[src/rtl/uart_tx_arbiter.sv]
// uart_tx_arbiter: two-requester byte arbiter feeding a single UART transmitter with start/ack handshake.
// Define UART_TX_ARB_ROUND_ROBIN_EN for round-robin arbitration; fixed priority (req0 first) otherwise.
module uart_tx_arbiter #(
  parameter int unsigned ACK_TIMEOUT = 15
) (
  input  logic       clk,
  input  logic       reset,
  input  logic       req0_valid,
  input  logic [7:0] req0_data,
  output logic       req0_ready,
  input  logic       req1_valid,
  input  logic [7:0] req1_data,
  output logic       req1_ready,
  output logic       tx_start,
  output logic [7:0] tx_data,
  input  logic       tx_busy,
  output logic [1:0] grant,
  output logic       err_timeout
);
  typedef enum logic [1:0] {IDLE, START, WAIT_ACK, WAIT_DONE} state_t;
  localparam logic [7:0] LP_LAST = 8'(ACK_TIMEOUT - 1);
  state_t     r_state;
  state_t     w_next;
  logic [7:0] r_cnt;
  logic [7:0] r_tx_data;
  logic [1:0] r_grant;
  logic       w_open;
  logic       w_rdy0;
  logic       w_rdy1;
  logic       w_accept;
  logic       w_timeout;
  // Reset gates acceptance so ready stays low while reset is held even though the state reads IDLE.
  assign w_open = (r_state == IDLE) && !tx_busy && !reset;
`ifdef UART_TX_ARB_ROUND_ROBIN_EN
  logic r_last;
  always_ff @(posedge clk or posedge reset)
    if (reset) r_last <= 1'b1;
    else if (w_accept) r_last <= w_rdy1;
  assign w_rdy0 = w_open && req0_valid && (!req1_valid || r_last);
  assign w_rdy1 = w_open && req1_valid && (!req0_valid || !r_last);
`else
  assign w_rdy0 = w_open && req0_valid;
  assign w_rdy1 = w_open && req1_valid && !req0_valid;
`endif
  assign w_accept  = w_rdy0 || w_rdy1;
  // Counter holds the number of completed WAIT_ACK cycles, so the pulse lands on the ACK_TIMEOUT-th one.
  assign w_timeout = (r_state == WAIT_ACK) && !tx_busy && (r_cnt == LP_LAST);
  always_comb begin
    w_next = r_state;
    case (r_state)
      IDLE:      w_next = w_accept ? START : IDLE;
      START:     w_next = WAIT_ACK;
      WAIT_ACK:  w_next = tx_busy ? WAIT_DONE : (w_timeout ? IDLE : WAIT_ACK);
      WAIT_DONE: w_next = tx_busy ? WAIT_DONE : IDLE;
      default:   w_next = IDLE;
    endcase
  end
  always_ff @(posedge clk or posedge reset)
    if (reset) r_state <= IDLE;
    else r_state <= w_next;
  always_ff @(posedge clk or posedge reset)
    if (reset) begin
      r_cnt     <= 8'd0;
      r_tx_data <= 8'h00;
      r_grant   <= 2'b00;
    end else begin
      r_cnt <= (r_state == WAIT_ACK) ? r_cnt + 8'd1 : 8'd0;
      if (w_accept) begin
        r_tx_data <= w_rdy1 ? req1_data : req0_data;
        r_grant   <= {w_rdy1, w_rdy0};
      end else if (w_next == IDLE) begin
        r_grant <= 2'b00;
      end
    end
  assign req0_ready  = w_rdy0;
  assign req1_ready  = w_rdy1;
  assign tx_start    = (r_state == START);
  assign tx_data     = r_tx_data;
  assign grant       = r_grant;
  assign err_timeout = w_timeout;
endmodule

[config.mk]
export PLATFORM = sky130hd
export DESIGN_NAME = uart_tx_arbiter
export DESIGN_NICKNAME = d
export VERILOG_FILES = /design/src/rtl/uart_tx_arbiter.sv
export SDC_FILE = /design/constraint.sdc
export NUM_CORES = 1
export LEC_CHECK = 0
export ABC_AREA = 1
export ABC_CLOCK_PERIOD_IN_PS = 1450
export CORE_ASPECT_RATIO = 0.8
export CORE_MARGIN = 1.5
export CORE_UTILIZATION = 45
export CTS_CLUSTER_SIZE = 30
export DETAILED_ROUTE_END_ITERATION = 7
export GPL_TIMING_DRIVEN = 0
export PLACE_DENSITY_LB_ADDON = 0.05
export REMOVE_ABC_BUFFERS = 1
export SETUP_SLACK_MARGIN = 0.2
export SLEW_MARGIN = 5
export SYNTH_ARGS = -nofsm -noshare
export SYNTH_HDL_FRONTEND = slang
export SYNTH_SLANG_ARGS = --single-unit
export TNS_END_PERCENT = 5
[constraint.sdc]
create_clock -name clk -period 1.45 [get_ports clk]
set_clock_uncertainty 0.1 [all_clocks]
set_input_delay 0.29 -clock clk [delete_from_list [all_inputs] [get_ports clk]]
set_output_delay 0.29 -clock clk [all_outputs]
set_load 0.1 [all_outputs]
==> flow_summary.toml, run 1 <==
[run_status]
status = "complete, but fails checks"
violations = "negative setup slack"

[grt]
grt_use_total_pct = 20.5
grt_max_degree = 21
grt_pass1_vias = 932
antenna_found_initial = 0
grt_pass1_wl_mm = 4.11
overflow = 0

[pwr]
cellLeakagePower_nw = 0.912
totalPowerFinal_mw = 3.04
pwr_density_cell_nw_per_um2 = 1680
vdd_drop_max_mv = 0.884

[place]
globalplace.congestion = 0.754
port_buffers = 34
dp.final_hpwl_mm = 1.72

[yosys]
synth.distinct_cells = 17
synth.cell_area_um2 = 1130
async_flop_share_pct = 100
syn_area_per_cell_um2 = 8.11
synth_ff_type = "dfrtp_1"
synthCells = 139
synthMostInstantiatedCell = "nand2_1"
ys_seq_area_share_pct = 44.4
yosys-top-cells-count = "nand2_1 (35), inv_1 (24), dfrtp_1 (20)"
yosys_warnings = 0
yosysTopAreaCell = "dfrtp_1"
synth_area_leaders = "dfrtp_1 (44%), nand2_1 (12%), nand3_2 (8.0%), inv_1 (8.0%), nand3_1 (5.8%)"
synth_edf_count = 0
synth_top_area_share_pct = 44.4
ys_ff_latch = 20

[clocking]
cts-root-buf = "clkbuf_4"
cts_tree = "built"
cts.sinks = 20
cts_buffers = 3
clock_path_buffers = 2
clkTransAtPathRegs_ns = 0.11
clk_latency_ns = 0.30
cts_max_level = 1

[sta]
drv_slew = 0
setup_violations = 4
hold_violations = 0
fin_crit_sh_pct = 129
post-route-min-period_ns = 1.88
slew_headroom_pct = 50.5
worst_slack_ns = -0.427
rsz0062_at_grt = "yes"
whs_ns = 0.178
worst_pin_slew_ns = 0.742
fmax_ghz = 0.533

[layout]
drive_gt1_share_pct = 30.1
insertedDiodeCount = 0
nets = 208
fillerInstances = 185
area.growth.synth_to_final_pct = 60.7

[worst_setup_path]
worst_setup_path_start_kind = "register"
cp_max_fo = 3
crit_type = "register to output port"
endpoint_kind = "output port"
cp_data_required_time_ns = 1.06
cp.arrival_ns = 1.49

[floorplanning]
chipHeight_um = 47.8
ioPinCount = 35
initial_core_util_pct = 46.9
dieArea_um2 = 2820
coreArea_um2 = 2400
fp-row-count = 16
die_width_um = 59.0

[detailed_routing]
dr.pass1.iters = 5
drc = 0
drt_iter0_markers = 38
post_drt_via_cell_ratio = 5.10
ant_nets = 0
wire_per_inst_um = 13.3
via_count = 1070
routed_wl_mm = 2.80

[job]
drv_cap = 0

[worst_hold_path]
min_path_type = "input pin to async pin"
-- what timing repair did --
item / in CTS / in global routing
resized for setup: 144 / 12
endpoints found under the setup margin: 27 / 31
cloned: 1 / 0
hold buffers: 0 / 0
setup buffers: 9 / 0
pin swaps: 7 / 4
-- stage by stage --
step	cell area, um2	TNS (ns)	worst slack [ns]	util [%]	instances
final	1810	-1.20	-0.427	75.4	210
after global routing	1810	-1.62	-0.514	75.4	210
after CTS	1770	-1.15	-0.385	73.6	210
after detailed placement	1460	-16.24	-1.65	60.7	197
after global placement	1460	-15.91	-1.63	60.7	197
after floorplan	1080	-6.53	-2.46	-	136
-- power by group --
group	switching [mW]	total (mW)	leakage [nW]	internal, mW
logic	1.18	1.87	0.636	0.694
clock network	0.160	0.257	0.0138	0.0969
registers	0.205	0.913	0.263	0.708
total	1.54	3.04	0.912	1.50
-- final timing paths --
path / endpoint / slack [ns] / cells after the start / startpoint
worst max register to register: tx_data[0] / 0.01 / 7 / r_state[0]
max in group asynchronous: r_state[1] / 0.56 / 2 / reset
worst min-delay path: tx_data[4] / 0.18 / 2 / reset
min in group clk: r_state[0] / 0.41 / 3 / tx_busy
worst max-delay path: err_timeout / -0.43 / 4 / r_cnt[1]
worst min register to register: grant[1] / 0.45 / 2 / grant[1]
-- logic make-up (layout without fill, tap and decap cells) --
kind of cell / after synthesis / in the layout / share of synthesized area, %
flops: 20 / 20 / 44.4
xor+xnor: 1 / 1 / 0.777
buf+inv: 27 / 70 / 11.8
simple gates: 82 / 83 / 37.3
fa+ha+maj: 2 / 2 / 2.22
compound gates: 7 / 7 / 3.55
-- state kept, by name, summed over array words and instances, names as in the netlist --
register and cells:
r_cnt 8, r_state 2, tx_data 8, grant 2
-- worst max-delay path, cell delays in order, from the launching register on --
cell and delay (ns):
dfrtp_1 0.43, ha_2 0.23, nand3_4 0.08, nor4_4 0.18, buf_6 0.26
-- final cells by class --
cell class	count	area, um2	share of cell area [%]
well taps	27	33.8	1.86
clock buffers	3	22.5	1.24
inverters	24	90.1	4.97
multi-input cells	93	611	33.7
repair buffers	43	553	30.5
flip-flops and latches	20	502	27.7
-- cell usage in the layout (no fill, tap or decap), drive strengths merged --
cell | netlist | routed
nor4 | 1 | 1
nand2 | 37 | 37
clkbuf | 0 | 3
nand3 | 22 | 23
nand4 | 4 | 4
xor2 | 1 | 1
o21bai | 2 | 2
dfrtp | 20 | 20
nor2 | 18 | 18
inv | 24 | 24
dlygate4sd2 | 0 | 2
o21ai | 2 | 2
a21oi | 3 | 3
ha | 2 | 2
clkdlybuf4s50 | 0 | 18
buf | 3 | 23
-- layer usage --
layer  GRT usage, %  vias up  routed length [um]
met4           6.36        0                  19
met1           26.1      491                1220
met3           6.22        4                 163
met2           34.4       42                1400
met5              0        -                   0
li1               -      533                   -
Note: power is estimated with default switching activity, not from simulation.
==> inputs of run 2 (changes only) <==
--- a/config.mk
+++ b/config.mk
@@ -5,11 +5,11 @@
 export SDC_FILE = /design/constraint.sdc
 export NUM_CORES = 1
 export LEC_CHECK = 0
-export ABC_AREA = 1
+export ABC_AREA = 0
 export ABC_CLOCK_PERIOD_IN_PS = 1450
 export CORE_ASPECT_RATIO = 0.8
 export CORE_MARGIN = 1.5
-export CORE_UTILIZATION = 45
+export CORE_UTILIZATION = 44
 export CTS_CLUSTER_SIZE = 30
 export DETAILED_ROUTE_END_ITERATION = 7
 export GPL_TIMING_DRIVEN = 0
==> run 2 against run 1 <==
Against the previous run: the flow still finishes with violations (negative setup slack); worst setup slack got worse by 0.21 ns; combinational power increased by 4%; die area decreased by 7.1%.
==> flow_summary.toml, run 2 <==
[grt]
grt_use_total_pct = 21.8
grt_max_degree = 21
antenna_found_initial = 0
overflow = 0
grt_pass1_wl_mm = 4.28
grt_pass1_vias = 914

[pwr]
pwr_density_cell_nw_per_um2 = 2020
vdd_drop_max_mv = 1.72
cellLeakagePower_nw = 0.671

[yosys]
yosys_warnings = 0
synthMostInstantiatedCell = "dfrtp_1"
ys_seq_area_share_pct = 49.1
syn_area_per_cell_um2 = 9.71
synth_ff_type = "dfrtp_1"
synth_area_leaders = "dfrtp_1 (49%), nand3_1 (8.3%), a32oi_1 (6.0%), nand2_1 (4.4%), ha_1 (2.5%)"
synth_edf_count = 0
yosysTopAreaCell = "dfrtp_1"
synth.distinct_cells = 30
synthCells = 105
ys_ff_latch = 20
async_flop_share_pct = 100
synth.cell_area_um2 = 1020
yosys-top-cells-count = "dfrtp_1 (20), nand3_1 (17), nand2_1 (12)"
synth_top_area_share_pct = 49.1

[sta]
rsz0062_at_grt = "yes"
worst_pin_slew_ns = 0.779
drv_slew = 0
setup_violations = 13
fmax_ghz = 0.480
post-route-min-period_ns = 2.08
fin_crit_sh_pct = 144
worst_slack_ns = -0.633
slew_headroom_pct = 48.0
hold_violations = 0

[floorplanning]
coreArea_um2 = 2180
dieArea_um2 = 2620
die_width_um = 56.8
ioPinCount = 35
fp-row-count = 15
chipHeight_um = 46.1
initial_core_util_pct = 46.8

[layout]
most-common-layout-cells = "clkdlybuf4s50_1 (18), nand3_1 (16), dfrtp_1 (16)"
layout_commonest_cell = "clkdlybuf4s50_1"
design_area_um2 = 1620
nets = 168
drive_gt1_share_pct = 27.8
instances_no_fill = 169
insertedDiodeCount = 0
fillerInstances = 152
area.growth.synth_to_final_pct = 59.0

[detailed_routing]
routed_wl_mm = 2.59
dr.pass1.iters = 4
wire_per_inst_um = 15.3
drc = 0
drt_iter0_markers = 28
post_drt_via_cell_ratio = 5.64
via_count = 953
ant_nets = 0

[worst_setup_path]
cp_data_required_time_ns = 1.06
worst_setup_path_start_kind = "register"
rr_worst_depth = 3
cp.depth = 4
crit_type = "register to output port"
cpMaxStageDelayCell = "dfrtp_1"
path_delay_family = "simple AND/OR/NAND/NOR gates"
endpoint_kind = "output port"
slowest_delay_ns = 0.42
path_cells = "nor4_2 > and4_1 > nor3b_2 > buf_6"
cp_max_fo = 3
cp.arrival_ns = 1.69
critPathBufInv = 1

[clocking]
clk_latency_ns = 0.30
clock_path_buffers = 2
cts_max_level = 1
hold_buffers = 0
cts-root-buf = "clkbuf_4"
clkTransAtPathRegs_ns = 0.11
cts.sinks = 20
cts_tree = "built"
cts_buffers = 3

[worst_hold_path]
min_path_type = "input pin to async pin"

[job]
drv_cap = 0

[run_status]
status = "complete, but fails checks"
violations = "negative setup slack"

[place]
placed_cell_area_um2 = 1360
dp.final_hpwl_mm = 1.72
port_buffers = 34
globalplace.congestion = 0.771
place_inst = 159
## run 2: cell count changes after synthesis, moves of 4 or more
| cell | change |
|---|---|
| nand2_1 | -23 |
| inv_1 | -22 |
| nor2_1 | -10 |
| nand3_2 | -9 |
| a32oi_1 | +7 |
| nand3_1 | +4 |
## run 2: worst paths after layout
path                       startpoint           to  slack, ns
max reg2reg                r_state[0]   tx_data[7]      -0.24
max                          r_cnt[7]  err_timeout      -0.63
min reg2reg                  r_cnt[0]     r_cnt[0]       0.46
max in group asynchronous       reset   r_state[0]       0.49
min in group clk             r_cnt[0]     r_cnt[0]       0.46
min                             reset   tx_data[4]       0.23
## run 2: area by class of cell
cell class / instances / area (um2) / share of cell area [%]
inverter: 2 / 7.51 / 0.463
multi-input combinational: 78 / 528 / 32.6
clock buffer: 4 / 36.3 / 2.24
timing repair buffer: 40 / 513 / 31.6
tap: 25 / 31.3 / 1.93
sequential: 20 / 505 / 31.2
## run 2: cell families (layout without fill, tap and decap cells)
logic type	count (synthesis)	count (layout)	synth area share [%]
xor gates and xnor gates	3	3	2.58
adders and majority gates	2	2	2.45
and+or+nand+nor	50	50	26.4
muxes	1	1	1.10
AOI/OAI and AO/OA	22	22	14.7
DFF	20	20	49.1
buffers and inverters	7	46	3.68
## run 2: metal layers
metal | share of wire, % | global-route usage [%]
met2 | 49 | 35.3
met4 | 0.58 | 6.98
met5 | 0 | 0
met3 | 5.2 | 5.34
met1 | 45 | 29.5
## run 2: through the flow
| step | setup WS [ns] | power (mW) | setup TNS, ns | hold slack (ns) | util, % |
|---|---|---|---|---|---|
| after floorplan | -2.05 | 2.14 | -4.74 | 0.154 | - |
| after global placement | -1.90 | 2.54 | -17.68 | 0.374 | 62.5 |
| after detailed placement | -1.89 | 2.57 | -18.33 | 0.387 | 62.5 |
| after CTS | -0.643 | 3.26 | -3.94 | 0.248 | 73.2 |
| after global routing | -0.735 | 3.44 | -4.70 | 0.287 | 74.5 |
| final | -0.633 | 3.28 | -4.10 | 0.229 | 74.5 |
## run 2: worst reg2reg max path, delay by kind of cell, from the launching register on
kind	cells	cell delay [ns]
simple gates	1	0.73
flops	1	0.47
compound gates	2	0.28
## run 2: power by group
group          internal [mW]  switching (mW)  leakage [nW]  total, mW
clock network          0.153           0.173        0.0210      0.326
registers              0.735           0.262         0.237      0.997
logic                  0.690            1.26         0.414       1.95
total                   1.58            1.70         0.671       3.28
## run 2: repair_timing
item / 4_1_cts / 5_1_grt
endpoints found under the setup margin: 29 / 29
gates resized for setup: 136 / 6
pin swaps: 8 / 6
buffers inserted: 5 / 1
